==> config.mk <==
export PLATFORM = sky130hd
export DESIGN_NAME = bus_arbiter_2_flat
export DESIGN_NICKNAME = d
export VERILOG_FILES = /design/src/rtl/bus_arbiter_2_if.sv /design/src/rtl/bus_arbiter_2.sv /design/src/flat_wrapper.sv
export SDC_FILE = /design/constraint.sdc
export NUM_CORES = 1
export LEC_CHECK = 0
export BUFFER_PORTS_ARGS = -buffer_cell sky130_fd_sc_hd__buf_2
export CORE_MARGIN = 5
export CORE_UTILIZATION = 42
export CTS_BUF_LIST = sky130_fd_sc_hd__clkbuf_8
export CTS_CLUSTER_SIZE = 10
export DETAILED_ROUTE_END_ITERATION = 8
export GPL_ROUTABILITY_DRIVEN = 0
export PLACE_DENSITY = 0.73
export SETUP_SLACK_MARGIN = 0.02
export SKIP_CTS_REPAIR_TIMING = 1
export SYNTH_ARGS = -nofsm -noshare
export SYNTH_HDL_FRONTEND = slang
export SYNTH_SLANG_ARGS = --single-unit
==> constraint.sdc <==
create_clock -name clk -period 1.5 [get_ports clk]
set_input_delay 0.075 -clock clk [delete_from_list [all_inputs] [get_ports clk]]
set_output_delay 0.075 -clock clk [all_outputs]
set_load 0.01 [all_outputs]
==> src/rtl/bus_arbiter_2_if.sv <==
// bus_arbiter_2_if: requester A/B handshakes plus the downstream valid/ready stream.
// The slave modport is the arbiter side; the master modport is the requesters/consumer side.
interface bus_arbiter_2_if #(
  parameter int unsigned WIDTH = 16
);
  logic             req_a;
  logic             last_a;
  logic [WIDTH-1:0] data_a;
  logic             ack_a;
  logic             grant_a;
  logic             req_b;
  logic             last_b;
  logic [WIDTH-1:0] data_b;
  logic             ack_b;
  logic             grant_b;
  logic             sel_mux;
  logic             out_valid;
  logic [WIDTH-1:0] out_data;
  logic             out_ready;

  modport slave (
    input  req_a, last_a, data_a, req_b, last_b, data_b, out_ready,
    output ack_a, grant_a, ack_b, grant_b, sel_mux, out_valid, out_data
  );

  modport master (
    output req_a, last_a, data_a, req_b, last_b, data_b, out_ready,
    input  ack_a, grant_a, ack_b, grant_b, sel_mux, out_valid, out_data
  );
endinterface

==> src/rtl/bus_arbiter_2.sv <==
// bus_arbiter_2: two-requester round-robin arbiter owning a shared mux and registered output stage.
// Define ARB_BEAT_LIMIT_EN to release a grant after MAX_BEATS beats when the other side is waiting.
module bus_arbiter_2 #(
  parameter int unsigned WIDTH     = 16,
  parameter int unsigned MAX_BEATS = 8
) (
  input logic            clk,
  input logic            rst,
  bus_arbiter_2_if.slave bus
);
  typedef enum logic [1:0] {
    IDLE  = 2'd0,
    OWN_A = 2'd1,
    OWN_B = 2'd2
  } state_t;

  state_t           state_q, state_d;
  logic             rr_last_q, rr_last_d;  // 1: B was served last
  logic             grant_a_q, grant_a_d;
  logic             grant_b_q, grant_b_d;
  logic             sel_mux_q, sel_mux_d;
  logic             out_valid_q, out_valid_d;
  logic [WIDTH-1:0] out_data_q, out_data_d;
  logic [WIDTH-1:0] mux_data;
  logic             slot_free;
  logic             ack_a, ack_b;
  logic             limit_a, limit_b;

  if (MAX_BEATS < 2 || MAX_BEATS > 256) begin : g_max_beats_check
    $error("bus_arbiter_2: MAX_BEATS must be within 2..256");
  end

`ifdef ARB_BEAT_LIMIT_EN
  localparam int unsigned      CNT_W   = $clog2(MAX_BEATS + 1);
  localparam logic [CNT_W-1:0] CNT_MAX = CNT_W'(MAX_BEATS);

  logic [CNT_W-1:0] beat_cnt_q, beat_cnt_d, beat_cnt_inc;

  // Saturating count so a lone requester can keep streaming past the limit.
  always_comb begin
    beat_cnt_inc = (beat_cnt_q == CNT_MAX) ? beat_cnt_q : beat_cnt_q + 1'b1;
    limit_a      = (beat_cnt_inc == CNT_MAX) && bus.req_b;
    limit_b      = (beat_cnt_inc == CNT_MAX) && bus.req_a;
  end

  always_comb begin
    beat_cnt_d = beat_cnt_q;
    if (state_d == IDLE) begin
      beat_cnt_d = '0;
    end else if (ack_a || ack_b) begin
      beat_cnt_d = beat_cnt_inc;
    end
  end

  always_ff @(posedge clk or posedge rst) begin
    if (rst) begin
      beat_cnt_q <= '0;
    end else begin
      beat_cnt_q <= beat_cnt_d;
    end
  end
`else
  assign limit_a = 1'b0;
  assign limit_b = 1'b0;
`endif

  assign slot_free = !out_valid_q || bus.out_ready;
  assign mux_data  = sel_mux_q ? bus.data_b : bus.data_a;

  always_comb begin
    state_d     = state_q;
    rr_last_d   = rr_last_q;
    grant_a_d   = grant_a_q;
    grant_b_d   = grant_b_q;
    sel_mux_d   = sel_mux_q;
    ack_a       = 1'b0;
    ack_b       = 1'b0;
    unique case (state_q)
      IDLE: begin
        if (bus.req_a && (!bus.req_b || rr_last_q)) begin
          state_d   = OWN_A;
          grant_a_d = 1'b1;
          sel_mux_d = 1'b0;
        end else if (bus.req_b) begin
          state_d   = OWN_B;
          grant_b_d = 1'b1;
          sel_mux_d = 1'b1;
        end
      end
      OWN_A: begin
        ack_a = bus.req_a && slot_free;
        if (ack_a && (bus.last_a || limit_a)) begin
          state_d   = IDLE;
          rr_last_d = 1'b0;
          grant_a_d = 1'b0;
        end
      end
      OWN_B: begin
        ack_b = bus.req_b && slot_free;
        if (ack_b && (bus.last_b || limit_b)) begin
          state_d   = IDLE;
          rr_last_d = 1'b1;
          grant_b_d = 1'b0;
        end
      end
      default: begin
        state_d   = IDLE;
        grant_a_d = 1'b0;
        grant_b_d = 1'b0;
      end
    endcase
  end

  // Output stage drains independently of ownership, including while IDLE.
  always_comb begin
    out_valid_d = out_valid_q;
    out_data_d  = out_data_q;
    if (ack_a || ack_b) begin
      out_valid_d = 1'b1;
      out_data_d  = mux_data;
    end else if (bus.out_ready) begin
      out_valid_d = 1'b0;
    end
  end

  always_ff @(posedge clk or posedge rst) begin
    if (rst) begin
      state_q     <= IDLE;
      rr_last_q   <= 1'b1;
      grant_a_q   <= 1'b0;
      grant_b_q   <= 1'b0;
      sel_mux_q   <= 1'b0;
      out_valid_q <= 1'b0;
      out_data_q  <= '0;
    end else begin
      state_q     <= state_d;
      rr_last_q   <= rr_last_d;
      grant_a_q   <= grant_a_d;
      grant_b_q   <= grant_b_d;
      sel_mux_q   <= sel_mux_d;
      out_valid_q <= out_valid_d;
      out_data_q  <= out_data_d;
    end
  end

  assign bus.ack_a     = ack_a;
  assign bus.ack_b     = ack_b;
  assign bus.grant_a   = grant_a_q;
  assign bus.grant_b   = grant_b_q;
  assign bus.sel_mux   = sel_mux_q;
  assign bus.out_valid = out_valid_q;
  assign bus.out_data  = out_data_q;
endmodule

==> src/flat_wrapper.sv <==
// flat-port wrapper written by rule: the top's interface ports become plain ports
module bus_arbiter_2_flat 
#(
  parameter int unsigned WIDTH     = 16,
  parameter int unsigned MAX_BEATS = 8
)
  (clk, rst, bus_req_a, bus_last_a, bus_data_a, bus_req_b, bus_last_b, bus_data_b, bus_out_ready, bus_ack_a, bus_grant_a, bus_ack_b, bus_grant_b, bus_sel_mux, bus_out_valid, bus_out_data);
  bus_arbiter_2_if #(.WIDTH(WIDTH)) bus_i ();
  input logic clk;
  input logic rst;
  input wire logic [$bits(bus_i.req_a)-1:0] bus_req_a;
  input wire logic [$bits(bus_i.last_a)-1:0] bus_last_a;
  input wire logic [$bits(bus_i.data_a)-1:0] bus_data_a;
  input wire logic [$bits(bus_i.req_b)-1:0] bus_req_b;
  input wire logic [$bits(bus_i.last_b)-1:0] bus_last_b;
  input wire logic [$bits(bus_i.data_b)-1:0] bus_data_b;
  input wire logic [$bits(bus_i.out_ready)-1:0] bus_out_ready;
  output wire logic [$bits(bus_i.ack_a)-1:0] bus_ack_a;
  output wire logic [$bits(bus_i.grant_a)-1:0] bus_grant_a;
  output wire logic [$bits(bus_i.ack_b)-1:0] bus_ack_b;
  output wire logic [$bits(bus_i.grant_b)-1:0] bus_grant_b;
  output wire logic [$bits(bus_i.sel_mux)-1:0] bus_sel_mux;
  output wire logic [$bits(bus_i.out_valid)-1:0] bus_out_valid;
  output wire logic [$bits(bus_i.out_data)-1:0] bus_out_data;
  assign bus_i.req_a = bus_req_a;
  assign bus_i.last_a = bus_last_a;
  assign bus_i.data_a = bus_data_a;
  assign bus_i.req_b = bus_req_b;
  assign bus_i.last_b = bus_last_b;
  assign bus_i.data_b = bus_data_b;
  assign bus_i.out_ready = bus_out_ready;
  assign bus_ack_a = bus_i.ack_a;
  assign bus_grant_a = bus_i.grant_a;
  assign bus_ack_b = bus_i.ack_b;
  assign bus_grant_b = bus_i.grant_b;
  assign bus_sel_mux = bus_i.sel_mux;
  assign bus_out_valid = bus_i.out_valid;
  assign bus_out_data = bus_i.out_data;
  bus_arbiter_2 #(.WIDTH(WIDTH), .MAX_BEATS(MAX_BEATS)) u_core (.clk(clk), .rst(rst), .bus(bus_i));
endmodule
# Word-level counts from Yosys, hierarchy flattened
# Index checks and enable logic that the tools add are counted.
dict set report classes {
  reduce_logical 19
  mux 20
  n_bitwise 2
  n_eq_ne 8
}
# operator count
set ops {}
lappend ops {{$mux 16} 1}
lappend ops {{$mux 1} 11}
lappend ops {{$reduce_and 3->1} 3}
lappend ops {{$mux 2} 4}
lappend ops {{$ne 2x1->1 const B} 3}
lappend ops {{$pmux 1 s3} 2}
lappend ops {{$pmux 2 s3} 1}
lappend ops {{$reduce_bool 2->1} 3}
lappend ops {{$logic_and 1x1->1} 5}
lappend ops {{$ne 2x2->1 const B} 2}
lappend ops {{$reduce_and 4->1} 1}
lappend ops {{$logic_or 1x1->1} 3}
lappend ops {{$ne 3x2->1 const B} 1}
lappend ops {{$eq 2x1->1 const B} 1}
lappend ops {{$eq 2x2->1 const B} 1}
lappend ops {{$logic_not 1->1} 2}
lappend ops {{$logic_not 2->1} 1}
lappend ops {{$not 1->1} 2}
lappend ops {{$pmux 1 s2} 1}
lappend ops {{$reduce_and 2->1} 1}
dict set report totals {
  out_inout_bits 22
  register_bits 23
  in_bits 39
}

# Logic depth before layout (Yosys ltp)
dict set report depth {
  ltp_word 6
  depth_mapped 5
  mapped_depth_nobuf 3
}

# Least setup slack after synthesis
# Ideal clock, no wire load.
dict set report synth_timing {
  path_type {reg2reg}
  startpoint {register u_core.state_q[1]}
  endpoint {register u_core.out_data_q[10] (netlist: u_core.bus.out_data[10])}
  slack_ps 0
  t_arrival_ps 1375
  stages_incl_launch_ff 6
  period_less_slack_ps 1500
  path_cell_list {dfrtp_1 buf_6 nand3b_4 a21oi_4 buf_12 mux2_4}
}
dict set report synth_via {
  elab_chain_len 3
  elab_cells_between_ends 5
}
# item line_no
set synth_rtl {}
lappend synth_rtl {{start: declaration} bus_arbiter_2.sv:17} ;# state_t state_q, state_d;
lappend synth_rtl {{start signal: assignment} bus_arbiter_2.sv:136} ;# state_q <= state_d;
lappend synth_rtl {{$eq 2x1->1 or $eq 2x2->1 (tied branches)} bus_arbiter_2.sv:78} ;# unique case (state_q)
lappend synth_rtl {{$mux 1} bus_arbiter_2.sv:78}
lappend synth_rtl {{$logic_or 1x1->1 (*)} bus_arbiter_2.sv:118} ;# if (ack_a || ack_b) begin
lappend synth_rtl {{end signal: assignment} bus_arbiter_2.sv:142} ;# out_data_q <= out_data_d;
lappend synth_rtl {{end: declaration} bus_arbiter_2.sv:23} ;# logic [WIDTH-1:0] out_data_q, out_data_d;
# Mark *: on every way between the ends. The rest lies on a longest branch, timed or not.
# A chain may end at the register's enable or synchronous reset.

# Worst setup path after layout
dict set report layout_timing {
  startpoint {register u_core.state_q[1]}
  endpoint {register u_core.out_data_q[12] (netlist: u_core.bus.out_data[12])}
}
# The elaborated chain is that of the path after synthesis.

==> results.tsv <==
stage	metric	value	unit
status	status	completed	
cells_and_area	nets	199	
clock_network	clkSinkCount	23	
logic_synthesis	synth.cell_area	0.00124	mm²
timing	period_minus_slack	1.44	ns
die	die_h	64.4	µm
logic_synthesis	synth_area_leaders	dfrtp_1 (44%), mux2_2 (20%), mux2_4 (12%)	
timing	finalHoldViolations	0	
timing	layout_setup_ws	0.0629	ns
worst_setup_path	crit_chain	nand3b_4, a21oi_4, buf_12, mux2_2	
logic_synthesis	yosys_register_bits	23	
logic_synthesis	synth.distinct_cells	25	
worst_setup_path	worstPathRequired	1.65	ns
clock_network	cts_buffers	3	
place	post-place-ws	0.0700	ns
logic_synthesis	yosysTopAreaCell	dfrtp_1	
worst_setup_path	slowest_stage	dfrtp_1	
logic_synthesis	synth_top_area_share	0.442	
logic_synthesis	synth_warnings	0	
timing	fin_crit_sh	0.958	
clock_network	htree_levels	1	
global_route	grt_antenna_before_repair	0	
timing	final_max_slew_viol_count	0	
timing	setup_viol	0	
global_route	grt_overflow	0	
hold_path	hp-class	in -> reg	
power_and_ir_drop	finalPower	0.00327	W
power_and_ir_drop	peakVddDrop	875	µV
power_and_ir_drop	power.density	1980	mW/mm²
timing	worst_pin_slew	0.284	ns
worst_setup_path	cpPeakStageDelay	0.43	ns
detailed_routing	post-route-drc-count	0	
detailed_routing	wl_per_cell	14.1	µm
cells_and_area	fin_area	0.00165	mm²
worst_setup_path	critPathMaxFanout	16	
detailed_routing	first_pass_iters	4	
worst_setup_path	worst_setup_path_end_kind	flip-flop	
cells_and_area	final_util	0.589	
clock_network	cts-root-buf	clkbuf_8	
detailed_routing	viasPerCell	4.94	
cells_and_area	layout-drive-gt1-share	0.673	
detailed_routing	drtIter0Drc	14	
place	io_buffer_count	60	
die	die-area	0.00415	mm²
timing	relSlewSlack	0.811	
worst_setup_path	crit_buf_inv	1	
timing	max_freq	696	MHz
clock_network	cts_tree	done	
worst_setup_path	cp_top_family	flip-flops	
detailed_routing	ant_nets	0	
die	start_util	0.444	
clock_network	clock_latency	0.26	ns
worst_setup_path	start_kind	flip-flop	
die	die_x	64.4	µm
run	max_cap_viol_count	0	
die	core	0.00281	mm²
timing	skew	0.00277	ns
place	place_area	0.00160	mm²
global_route	grt_max_degree	24	
cells_and_area	syn2layout_area_growth	32.7	%
clock_network	clock_path_buffers	2	
detailed_routing	vias	939	
cells_and_area	diodes	0	
worst_setup_path	critical_path_arrival	1.58	ns
timing	rsz0062_at_grt	yes	
power_and_ir_drop	p_leak	0.837	nW
clock_network	clk_pin_slew	0.08	ns
die	pin_count	61	
global_route	grt_first_pass_wirelength	4430	µm
timing	tns	0	ns
place	dpl.hpwl	2180	µm
detailed_routing	totalWireLength	2680	µm
global_route	grt_pass1_vias	1052	
logic_synthesis	synth_nets	132	
global_route	grt_usage	0.133	
die	fp-row-count	19	
logic_synthesis	postSynthAreaPerCell	13.4	µm²
logic_synthesis	synth_cells	93	
worst_setup_path	worst-setup-path-type	reg -> reg	
logic_synthesis	yosysSeqAreaShare	0.463	
worst reg2reg max path, delay by kind of cell, from the launching register on:
kind | cells | cell delay (ns)
flip-flops | 1 | 0.43
multiplexers | 1 | 0.35
AND/OR/NAND/NOR | 1 | 0.20
AO/OA/AOI/OAI | 1 | 0.18
buffers and inverters | 1 | 0.18
area by class of cell:
type,count,area [µm²]
Fill cell,239,1150
Multi-Input combinational cell,61,603
Sequential cell,23,577
Timing Repair Buffer,68,375
Clock buffer,3,41.3
Tap cell,31,38.8
Inverter,3,11.3
Clock inverter,1,5.00
routing by layer:
layer,GRT usage,vias up,share of wire,routed length [µm]
met2,0.250,37,0.50,1350
met4,0.0501,0,0.010,28
met5,0,-,0,0
li1,-,468,-,-
met3,0.0380,4,0.084,224
met1,0.141,430,0.40,1080
where the power goes:
group	leakage, nW	switching [W]	internal [W]
Clock	0.0255	0.000189	0.000185
Sequential	0.268	0.000185	0.000946
Combinational	0.544	0.000746	0.00102
registers in the layout (all words and copies together) (netlist names):
| name | flops |
|---|---|
| u_core.state_q | 2 |
| u_core.rr_last_q | 1 |
| u_core.bus.out_valid | 1 |
| u_core.bus.sel_mux | 1 |
| u_core.bus.grant_a | 1 |
| u_core.bus.out_data | 16 |
| u_core.bus.grant_b | 1 |
kinds of logic after synthesis:
logic type	count (synthesis)	synth area share
AO/OA/AOI/OAI	15	0.0854
flip-flops	23	0.463
multiplexers	32	0.320
AND/OR/NAND/NOR	14	0.0794
buffers and inverters	9	0.0523
final timing paths:
path | endpoint | cells after the start | slack [ns] | start
max reg2reg | u_core.bus.out_data[12] | 4 | 0.06 | u_core.state_q[1]
min | u_core.bus.sel_mux | 2 | 0.10 | bus_req_a
max in group asynchronous | u_core.rr_last_q | 4 | 0.83 | rst
max | u_core.bus.out_data[12] | 4 | 0.06 | u_core.state_q[1]
min in group asynchronous | u_core.bus.out_data[5] | 4 | 0.39 | rst
min reg2reg | u_core.bus.out_data[2] | 1 | 0.51 | u_core.bus.out_data[2]
cell usage in the layout (no fill, tap or decap), types with 4 or more instances in the layout:
cell type,netlist,layout
a21oi_1,4,4
buf_2,3,60
buf_4,1,6
dfrtp_1,22,22
mux2_2,22,22
mux2_4,10,10
Yosys cell counts:
cell      number
a21oi_1        4
a21oi_4        1
a311o_1        1
a31oi_1        2
a41oi_1        1
buf_12         1
buf_2          3
buf_4          1
buf_6          1
dfrtp_1       22
dfstp_2        1
inv_1          3
mux2_2        22
mux2_4        10
nand2_1        3
nand2b_1       2
nand3_1        2
nand3b_1       1
nand3b_4       2
nor2_1         3
nor2b_1        1
o211ai_1       1
o21ai_0        3
o221ai_1       1
o31ai_1        1
through the flow:
step	hold slack, ns	std cells
6_report	0.101	190
3_3_place_gp	0.127	185
4_1_cts	-0.157	189
3_5_place_dp	0.132	185
5_1_grt	0.119	190
2_1_floorplan	0.0762	93
Power figures use the tool's default switching activity.
